[src/rtl/axi_lite_to_native_slave_pkg.sv]
// Shared types and response codes for the AXI-Lite to native-port bridge.
// The FSM state and arbitration direction live here so the bench can name them.
package axi_lite_to_native_slave_pkg;

    localparam logic [1:0] RESP_OKAY   = 2'b00;
    localparam logic [1:0] RESP_SLVERR = 2'b10;

    typedef enum logic [2:0] {
        ST_IDLE       = 3'd0,
        ST_WR_COLLECT = 3'd1,
        ST_NATIVE     = 3'd2,
        ST_RESP_B     = 3'd3,
        ST_RESP_R     = 3'd4
    } state_t;

    typedef enum logic {
        DIR_WRITE = 1'b0,
        DIR_READ  = 1'b1
    } dir_t;

endpackage

[src/rtl/axi_lite_to_native_slave.sv]
// AXI4-Lite responder driving a single-beat native request port, one transaction in flight.
// Requests are range/alignment checked and native accesses are aborted after a timeout.
//
//  state         | meaning
//  --------------+----------------------------------------------------------
//  ST_IDLE       | no request held; AR or AW/W may be accepted
//  ST_WR_COLLECT | one of AW/W latched, waiting for the other
//  ST_NATIVE     | request complete; nm_valid high unless checks skipped it
//  ST_RESP_B     | write response held until s_bready
//  ST_RESP_R     | read response held until s_rready
module axi_lite_to_native_slave
    import axi_lite_to_native_slave_pkg::*;
#(
    parameter int unsigned       ADDR_W         = 32,
    parameter int unsigned       DATA_W         = 32,
    parameter logic [ADDR_W-1:0] ADDR_BASE      = '0,
    parameter logic [ADDR_W-1:0] ADDR_SIZE      = 'h1000,
    parameter int unsigned       TIMEOUT_CYCLES = 256
) (
    input  logic                  aclk,
    input  logic                  resetn,
    input  logic [ADDR_W-1:0]     s_awaddr,
    input  logic [2:0]            s_awprot,
    input  logic                  s_awvalid,
    output logic                  s_awready,
    input  logic [DATA_W-1:0]     s_wdata,
    input  logic [DATA_W/8-1:0]   s_wstrb,
    input  logic                  s_wvalid,
    output logic                  s_wready,
    output logic [1:0]            s_bresp,
    output logic                  s_bvalid,
    input  logic                  s_bready,
    input  logic [ADDR_W-1:0]     s_araddr,
    input  logic [2:0]            s_arprot,
    input  logic                  s_arvalid,
    output logic                  s_arready,
    output logic [DATA_W-1:0]     s_rdata,
    output logic [1:0]            s_rresp,
    output logic                  s_rvalid,
    input  logic                  s_rready,
    output logic                  nm_valid,
    output logic                  nm_rw,
    output logic [ADDR_W-1:0]     nm_addr,
    output logic [DATA_W-1:0]     nm_wrdata,
    output logic [DATA_W/8-1:0]   nm_wstrb,
    input  logic                  nm_ready,
    input  logic [DATA_W-1:0]     nm_rdata
);

    localparam int unsigned STRB_W = DATA_W / 8;
    localparam int unsigned TO_W   = (TIMEOUT_CYCLES > 1) ? $clog2(TIMEOUT_CYCLES) : 1;
    localparam logic [TO_W-1:0] TO_LAST = TO_W'((TIMEOUT_CYCLES == 0) ? 0 : TIMEOUT_CYCLES - 1);
    localparam bit TO_EN = (TIMEOUT_CYCLES != 0);
    // One extra bit so BASE+SIZE reaching the top of the address space does not wrap.
    localparam logic [ADDR_W:0] RANGE_LO = {1'b0, ADDR_BASE};
    localparam logic [ADDR_W:0] RANGE_HI = {1'b0, ADDR_BASE} + {1'b0, ADDR_SIZE};

    state_t              state, state_nxt;
    dir_t                ptr;
    logic                live, aw_full, w_full, rw_q, err_q, skip_q;
    logic [ADDR_W-1:0]   addr_q;
    logic [DATA_W-1:0]   wdata_q, rdata_q;
    logic [STRB_W-1:0]   wstrb_q;
    logic [1:0]          resp_q;
    logic [TO_W-1:0]     tmo_cnt;

    logic                wr_sel, rd_sel, aw_hs, w_hs, ar_hs, req_done, tmo_hit, native_done;
    logic [ADDR_W-1:0]   req_addr;
    logic [STRB_W-1:0]   req_strb;
    logic                req_err;
    logic                unused_prot;

    assign unused_prot = ^{s_awprot, s_arprot};

    assign aw_hs = s_awvalid & s_awready;
    assign w_hs  = s_wvalid & s_wready;
    assign ar_hs = s_arvalid & s_arready;

    assign req_done = ((state == ST_IDLE) && (ar_hs || (aw_hs && w_hs))) ||
                      ((state == ST_WR_COLLECT) && (aw_full || aw_hs) && (w_full || w_hs));
    assign req_addr = ar_hs ? s_araddr : (aw_hs ? s_awaddr : addr_q);
    assign req_strb = w_hs ? s_wstrb : wstrb_q;
    assign req_err  = ({1'b0, req_addr} < RANGE_LO) || ({1'b0, req_addr} >= RANGE_HI) ||
                      (req_addr[1:0] != 2'b00);

    assign tmo_hit     = TO_EN && (tmo_cnt == TO_LAST) && !nm_ready;
    assign native_done = (state == ST_NATIVE) && (skip_q || nm_ready || tmo_hit);

    always_ff @(posedge aclk or negedge resetn) begin
        if (!resetn) state <= ST_IDLE;
        else         state <= state_nxt;
    end

    always_comb begin
        state_nxt = state;
        case (state)
            ST_IDLE: begin
                if (ar_hs || (aw_hs && w_hs)) state_nxt = ST_NATIVE;
                else if (aw_hs || w_hs)       state_nxt = ST_WR_COLLECT;
            end
            ST_WR_COLLECT: if (req_done)    state_nxt = ST_NATIVE;
            ST_NATIVE:     if (native_done) state_nxt = rw_q ? ST_RESP_B : ST_RESP_R;
            ST_RESP_B:     if (s_bready)    state_nxt = ST_IDLE;
            ST_RESP_R:     if (s_rready)    state_nxt = ST_IDLE;
            default:                        state_nxt = ST_IDLE;
        endcase
    end

    always_comb begin
        wr_sel    = (s_awvalid || s_wvalid) && (!s_arvalid || (ptr == DIR_WRITE));
        rd_sel    = s_arvalid && !wr_sel;
        s_arready = live && (state == ST_IDLE) && !wr_sel;
        s_awready = live && !aw_full &&
                    ((state == ST_WR_COLLECT) || ((state == ST_IDLE) && !rd_sel));
        s_wready  = live && !w_full &&
                    ((state == ST_WR_COLLECT) || ((state == ST_IDLE) && !rd_sel));
        s_bvalid  = (state == ST_RESP_B);
        s_rvalid  = (state == ST_RESP_R);
        s_bresp   = resp_q;
        s_rresp   = resp_q;
        s_rdata   = rdata_q;
        nm_valid  = (state == ST_NATIVE) && !skip_q;
        nm_rw     = nm_valid && rw_q;
        nm_addr   = nm_valid ? (addr_q - ADDR_BASE) : '0;
        nm_wrdata = nm_valid ? wdata_q : '0;
        nm_wstrb  = nm_rw ? wstrb_q : '0;
    end

    always_ff @(posedge aclk or negedge resetn) begin
        if (!resetn) begin
            live    <= 1'b0;
            ptr     <= DIR_WRITE;
            aw_full <= 1'b0;
            w_full  <= 1'b0;
            rw_q    <= 1'b0;
            err_q   <= 1'b0;
            skip_q  <= 1'b0;
            addr_q  <= '0;
            wdata_q <= '0;
            wstrb_q <= '0;
            rdata_q <= '0;
            resp_q  <= RESP_OKAY;
            tmo_cnt <= '0;
        end else begin
            live    <= 1'b1;
            aw_full <= (aw_full | aw_hs) & ~req_done;
            w_full  <= (w_full | w_hs) & ~req_done;
            if (ar_hs) begin
                addr_q <= s_araddr;
                rw_q   <= 1'b0;
            end else if (aw_hs || w_hs) begin
                rw_q   <= 1'b1;
            end
            if (aw_hs) addr_q <= s_awaddr;
            if (w_hs) begin
                wdata_q <= s_wdata;
                wstrb_q <= s_wstrb;
            end
            // A write with no enabled bytes completes OKAY without touching the native side.
            if (req_done) begin
                err_q  <= req_err;
                skip_q <= req_err || (!ar_hs && (req_strb == '0));
            end
            if ((state == ST_NATIVE) && !nm_ready) tmo_cnt <= tmo_cnt + 1'b1;
            else                                   tmo_cnt <= '0;
            // Leaving NATIVE without nm_ready and without a skip can only be a timeout.
            if (native_done) begin
                if (err_q || (!skip_q && !nm_ready)) begin
                    resp_q  <= RESP_SLVERR;
                    rdata_q <= '0;
                end else begin
                    resp_q  <= RESP_OKAY;
                    rdata_q <= (skip_q || rw_q) ? '0 : nm_rdata;
                end
            end
            if ((s_bvalid && s_bready) || (s_rvalid && s_rready))
                ptr <= (ptr == DIR_WRITE) ? DIR_READ : DIR_WRITE;
        end
    end

endmodule

[config.mk]
export PLATFORM = sky130hd
export DESIGN_NAME = axi_lite_to_native_slave
export DESIGN_NICKNAME = d
export VERILOG_FILES = /design/src/rtl/axi_lite_to_native_slave_pkg.sv /design/src/rtl/axi_lite_to_native_slave.sv
export SDC_FILE = /design/constraint.sdc
export NUM_CORES = 1
export LEC_CHECK = 0
export ABC_CLOCK_PERIOD_IN_PS = 3250
export BUFFER_PORTS_ARGS = -buffer_cell sky130_fd_sc_hd__buf_2
export CAP_MARGIN = 20
export CELL_PAD_IN_SITES_DETAIL_PLACEMENT = 1
export CELL_PAD_IN_SITES_GLOBAL_PLACEMENT = 2
export CORE_ASPECT_RATIO = 1.25
export CORE_UTILIZATION = 31
export CTS_BUF_LIST = sky130_fd_sc_hd__clkbuf_4 sky130_fd_sc_hd__clkbuf_8
export DETAILED_ROUTE_END_ITERATION = 10
export PLACE_DENSITY = 0.86
export SLEW_MARGIN = 5
export SYNTH_ARGS = -nofsm -noshare
export SYNTH_HDL_FRONTEND = slang
export SYNTH_SLANG_ARGS = --single-unit
[constraint.sdc]
create_clock -name aclk -period 3.25 [get_ports aclk]
set_input_delay 0.325 -clock aclk [delete_from_list [all_inputs] [get_ports aclk]]
set_output_delay 0.325 -clock aclk [all_outputs]
set_load 0.005 [all_outputs]
== Word level (Yosys, flattened, before mapping) ==
Cells that the tools add are included.

* Bitwise gates (word level): 9
* Reduce and logical (&&, ||, !) cells: 51
* Add/subtract/negate cells: 1
* Mux-type cells: 23
* $lt $le $gt $ge: 1
* Divide/modulo/power cells: 0
* Shift-type cells: 0
* Eq/ne operators: 10
* $mul: 0

{| class="wikitable"
|+ Operators with widths
! cell !! count
|-
| $mux 32 || 8
|-
| $ge 32x13->1 const B || 1
|-
| $logic_and 1x1->1 || 22
|-
| $mux 3 || 7
|-
| $logic_or 1x1->1 || 15
|-
| $pmux 3 s5 || 1
|-
| $add 8x1->8 const B || 1
|-
| $eq 8x8->1 const B || 1
|-
| $logic_not 1->1 || 8
|-
| $mux 4 || 2
|-
| $mux 8 || 1
|-
| $eq 3x2->1 const B || 2
|-
| $reduce_bool 2->1 || 3
|-
| $and 1x1->1 || 5
|-
| $reduce_and 5->1 || 1
|-
| $logic_not 4->1 || 1
|-
| $ne 2x1->1 const B || 2
|-
| $ne 2x2->1 const B || 2
|-
| $eq 3x1->1 const B || 1
|-
| $eq 3x3->1 const B || 1
|-
| $logic_not 3->1 || 1
|-
| $mux 1 || 3
|-
| $ne 3x1->1 const B || 1
|-
| $mux 2 || 1
|-
| other kinds (2) || 4
|}

* Word-level logic and storage cells: 109
* Bits in latches: 0
* ROM bits: 0
* Memories: 0
* RAM bits: 0
* Bits in registers: 120

== Depth between registers and ports, before layout ==
* Depth after elaboration: 16
* Mapped depth: 8
* Mapped depth without buffers: 6

== Least setup slack after synthesis ==
No wires, ideal clock.

* Kind: reg2reg
* Start point: reg state[2]
* End point: reg skip_q
* Arrival time: 2175 ps
* Cell stages (with the launch flop): 7
* Data required time: 3168 ps
* Path slack: 993 ps
* Path through: dfrtp_1 > buf_6 > or3b_4 > a311oi_4 > mux2_2 > or4_1 > a31oi_1

{| class="wikitable"
|+ RTL lines
! what !! RTL line !! RTL
|-
| start, declared || axi_lite_to_native_slave.sv:58 || <nowiki>state_t state, state_nxt;</nowiki>
|-
| start signal, assigned || axi_lite_to_native_slave.sv:91 || <nowiki>else state <= state_nxt;</nowiki>
|-
| $logic_not 3->1 || axi_lite_to_native_slave.sv:116 || <nowiki>((state == ST_WR_COLLECT) || ((state == ST_IDLE) && !rd_sel));</nowiki>
|-
| $logic_and 1x1->1 || axi_lite_to_native_slave.sv:116 ||
|-
| $logic_or 1x1->1 (*) || axi_lite_to_native_slave.sv:116 ||
|-
| $logic_and 1x1->1 (*) || axi_lite_to_native_slave.sv:115 || <nowiki>s_wready = live && !w_full &&</nowiki>
|-
| $and 1x1->1 (*) || axi_lite_to_native_slave.sv:76 || <nowiki>assign w_hs = s_wvalid & s_wready;</nowiki>
|-
| $mux 4 (*) || axi_lite_to_native_slave.sv:82 || <nowiki>assign req_strb = w_hs ? s_wstrb : wstrb_q;</nowiki>
|-
| named net req_strb[2] || axi_lite_to_native_slave.sv:69 || <nowiki>logic [STRB_W-1:0] req_strb;</nowiki>
|-
| $logic_not 4->1 (*) || axi_lite_to_native_slave.sv:162 || <nowiki>skip_q <= req_err || (!ar_hs && (req_strb == '0));</nowiki>
|-
| $logic_and 1x1->1 (*) || axi_lite_to_native_slave.sv:162 ||
|-
| $logic_or 1x1->1 (*) || axi_lite_to_native_slave.sv:162 ||
|-
| end signal, assigned || axi_lite_to_native_slave.sv:162 ||
|-
| end, declared || axi_lite_to_native_slave.sv:60 || <nowiki>logic live, aw_full, w_full, rw_q, err_q, skip_q;</nowiki>
|}

The timed path passes the listed nets; every way through them passes the cells marked *.
A chain may end at the register's enable or synchronous reset.

== Final worst setup path ==
* Start point: reg state[0]
* End point: out nm_wstrb[1]

* Cells in the longest elaborated chain, start to end: 4

{| class="wikitable"
|+ Ends and longest elaborated chain
! what !! RTL line !! RTL
|-
| $eq 3x2->1 || axi_lite_to_native_slave.sv:122 || <nowiki>nm_valid = (state == ST_NATIVE) && !skip_q;</nowiki>
|-
| $logic_and 1x1->1 || axi_lite_to_native_slave.sv:122 ||
|-
| $logic_and 1x1->1 || axi_lite_to_native_slave.sv:123 || <nowiki>nm_rw = nm_valid && rw_q;</nowiki>
|-
| $mux 4 || axi_lite_to_native_slave.sv:126 || <nowiki>nm_wstrb = nm_rw ? wstrb_q : '0;</nowiki>
|-
| end, declared || axi_lite_to_native_slave.sv:45 || <nowiki>output logic [DATA_W/8-1:0] nm_wstrb,</nowiki>
|}

No other way between the ends.

==> results list <==
- The analysis attributes to cell leakage a power of 3.82 nW.
* Initial antenna violation count: 2
* DRC viols: 0
- Via count of the first global-routing pass: 5403
- Initial Utilization: 31.8%
* Clock-pin slew on the worst setup and hold paths: 0.08 ns
- Final weighted congestion of routability-driven global placement: 0.854
- Via-per-instance ratio: 4.95
* Core area: 0.0176 mm^2
- The number of different library cells used by synthesis comes to 49.
* Final setup fails: 0
- In this run, CTS created clock tree buffers numbering 17.
- The first global-routing pass estimated 27900 um of wire.
- For this design, the sink count on the clock tree is 119.
* Slew Viols, Final: 0
- The floorplan step defined a die boundary enclosing 0.0186 mm^2.
* Clock skew: 0.0217 ns
* Maximum resistive drop on vdd: 0.270 mV
* Outcome: finished clean
- Power after layout: 4.99 mW
- WL per Instance: 17.4 um
- The worst pin sits at a relative slew slack of 53.2%.
- Post-Route WL: 17500 um
* Sum of overflow across all layers after global routing: 0
* Die W: 122 um
- The root buffer cell chosen for the clock tree is clkbuf_8.
* I/O pin count: 257
- Area growth from synthesis to layout: 33.2%
- Leading register cell type out of synthesis: dfrtp_1
- Each instance of the synthesized netlist takes up on average 10.6 um^2.
- STA classifies the critical path startpoint as a register.
- RSZ-0062 raised after global routing: no
- Data arrival at the endpoint of the critical path: 2.46 ns
- Largest fanout of any net on the critical path: 27
- Post-Syn Area: 0.00559 mm^2
- Type of destination of the critical path: output pin
- Non-filler cells in the finished layout: 1007
- R2R setup slack: 0.63 ns
* Actual transition at the worst max-transition pin: 0.702 ns
* Net count reported at finish: 915
- Static timing analysis puts the maximum clock frequency at 359 MHz.
- Placed insts: 972
* Count of flip-flops with a built-in enable after synthesis: 0
- HPWL Detailed: 13500 um
- After the first detailed-routing iteration, the DRC count stood at 160.
- In the finished design, the share of the clock period the worst path needs comes to 85.6%.
- TritonCTS built the clock tree.
- Remaining number of nets flagged by the antenna check after routing: 0
- Summed over all failing endpoints, the final setup total negative slack is 0 ns.
- The detailed router placed 4988 vias in this run.
- Of the cells placed in the final design, the portion with a size suffix greater than 1 is 42.3%.
- The critical path is of the reg -> out type.
- IO Port Bufs: 248
- Worst hold slack across all endpoints: 0.106 ns
* Die height: 152 um
- In the synthesized netlist, the number of instances is 527.
- The final number of hold-violating endpoints was 0.
* Pwr per Cell Area: 669 mW/mm^2
- Global-route usage over all layers: 19.3%
- The longest clock path from root to sink contains 2 buffers.
- Required time of the critical path: 2.92 ns
* Flop and latch count out of synthesis: 119
* Clock Latency Late Sink: 0.43 ns
* Syn. warnings: 0
- Sequential share of the synthesized area: 53.2%
- Entering global routing, the biggest net connects 67 pins.
* Path type of the worst min-delay path: in -> reg
- Post-synth ARST share: 100%
- For this run, the detailed router's first-pass iteration total came to 6.
* CTS H-tree lvls: 4
- Reported max-cap violation count: 0
- Min Tclk post-route: 2.78 ns
- Number of core rows: 54
[layer usage]
layer / track usage [%] / vias to the layer above / part of all wire [%]
li1: - / 2328 / -
met1: 22.4 / 2440 / 41
met2: 34.2 / 197 / 51
met3: 4.12 / 23 / 5.9
met4: 7.67 / 0 / 2.1
met5: 0 / - / 0
[critical path, stage by stage (launching register included)]
cell and delay [ns]:
dfrtp_1 0.44, inv_1 0.23, nand3b_1 0.23, nor2_4 0.51
and2_1 0.32, and2_1 0.16, buf_2 0.14
[where the power goes]
group          internal [mW]  switching, mW  total [mW]
clock                  0.640          0.660        1.30
combinational          0.674          0.722        1.40
sequential              1.97          0.324        2.29
total                   3.28           1.71        4.99
[area by class of cell]
type	instances	area, um^2
fillers	2067	10100
clock buffers	18	248
well taps	224	280
inverters	7	26.3
repair buffers	258	1350
diodes	2	5.00
clock inverters	14	140
flip-flops and latches	119	2980
multi-input cells	365	2430
[synth_stat cells, types with 11 or more instances]
library cell	n	area [um^2]
a22o_1	32	280
and2_1	68	425
o21ai_0	12	60.1
nor3_1	11	55.1
a31oi_1	17	106
nor2_1	36	135
nand2_1	57	214
mux2i_1	14	140
mux2_2	36	405
nor4_1	12	75.1
clkbuf_1	25	93.8
dfrtp_1	119	2980
[placed cells by master (no fill, tap or decap), types with 7 or more instances in the layout]
cell type and instances:
buf_2 247, dfrtp_1 119, and2_1 68, nand2_1 57, mux2_2 36, nor2_1 35
a22o_1 32, clkbuf_8 18, a31oi_1 17, mux2i_1 14, o21ai_0 12, nor4_1 12
nor3_1 11, buf_4 8, inv_1 7, a22oi_1 7
[path summary, 6_finish.rpt]
check,startpoint,cells past startpoint,end
worst max register to register,state[2]$_DFFE_PN0P_,6,skip_q$_DFFE_PN0P_
worst min register to register,tmo_cnt[0]$_DFF_PN0_,1,tmo_cnt[0]$_DFF_PN0_
worst max-delay path,state[0]$_DFFE_PN0P_,6,nm_wstrb[1]
max in group asynchronous,resetn,3,state[2]$_DFFE_PN0P_
worst min-delay path,nm_rdata[17],2,s_rdata[17]$_DFFE_PN0P_
min in group asynchronous,resetn,2,addr_q[4]$_DFFE_PN0P_
[state kept, by name (all words and copies together) (netlist names), 3 cells and up]
signal	flops
tmo_cnt	8
wstrb_q	4
addr_q	32
wdata_q	32
state	3
s_rdata	32
[per-stage QoR]
step           setup WS (ns)  utilization, %  area, um^2
4_1_cts                0.379            42.4        7450
2_1_floorplan          0.993               -        5600
6_report               0.468            42.4        7450
3_5_place_dp           0.644            40.1        7050
5_1_grt                0.216            42.4        7450
3_3_place_gp           0.676            40.1        7050
[what timing repair did]
action	in CTS	in global routing
hold buffers	1	0
endpoints found under the hold margin	53	0
resized for setup	0	0
buffers inserted	0	0
[cells by family after synthesis]
group | share of synthesized area (%)
buf+inv | 3.53
flops | 53.2
mux | 9.75
fa+ha+maj | 0.224
other cells | 0.134
compound gates | 11.7
xor+xnor | 1.10
simple gates | 20.3
No activity file was read; power rests on OpenSTA's default activity.
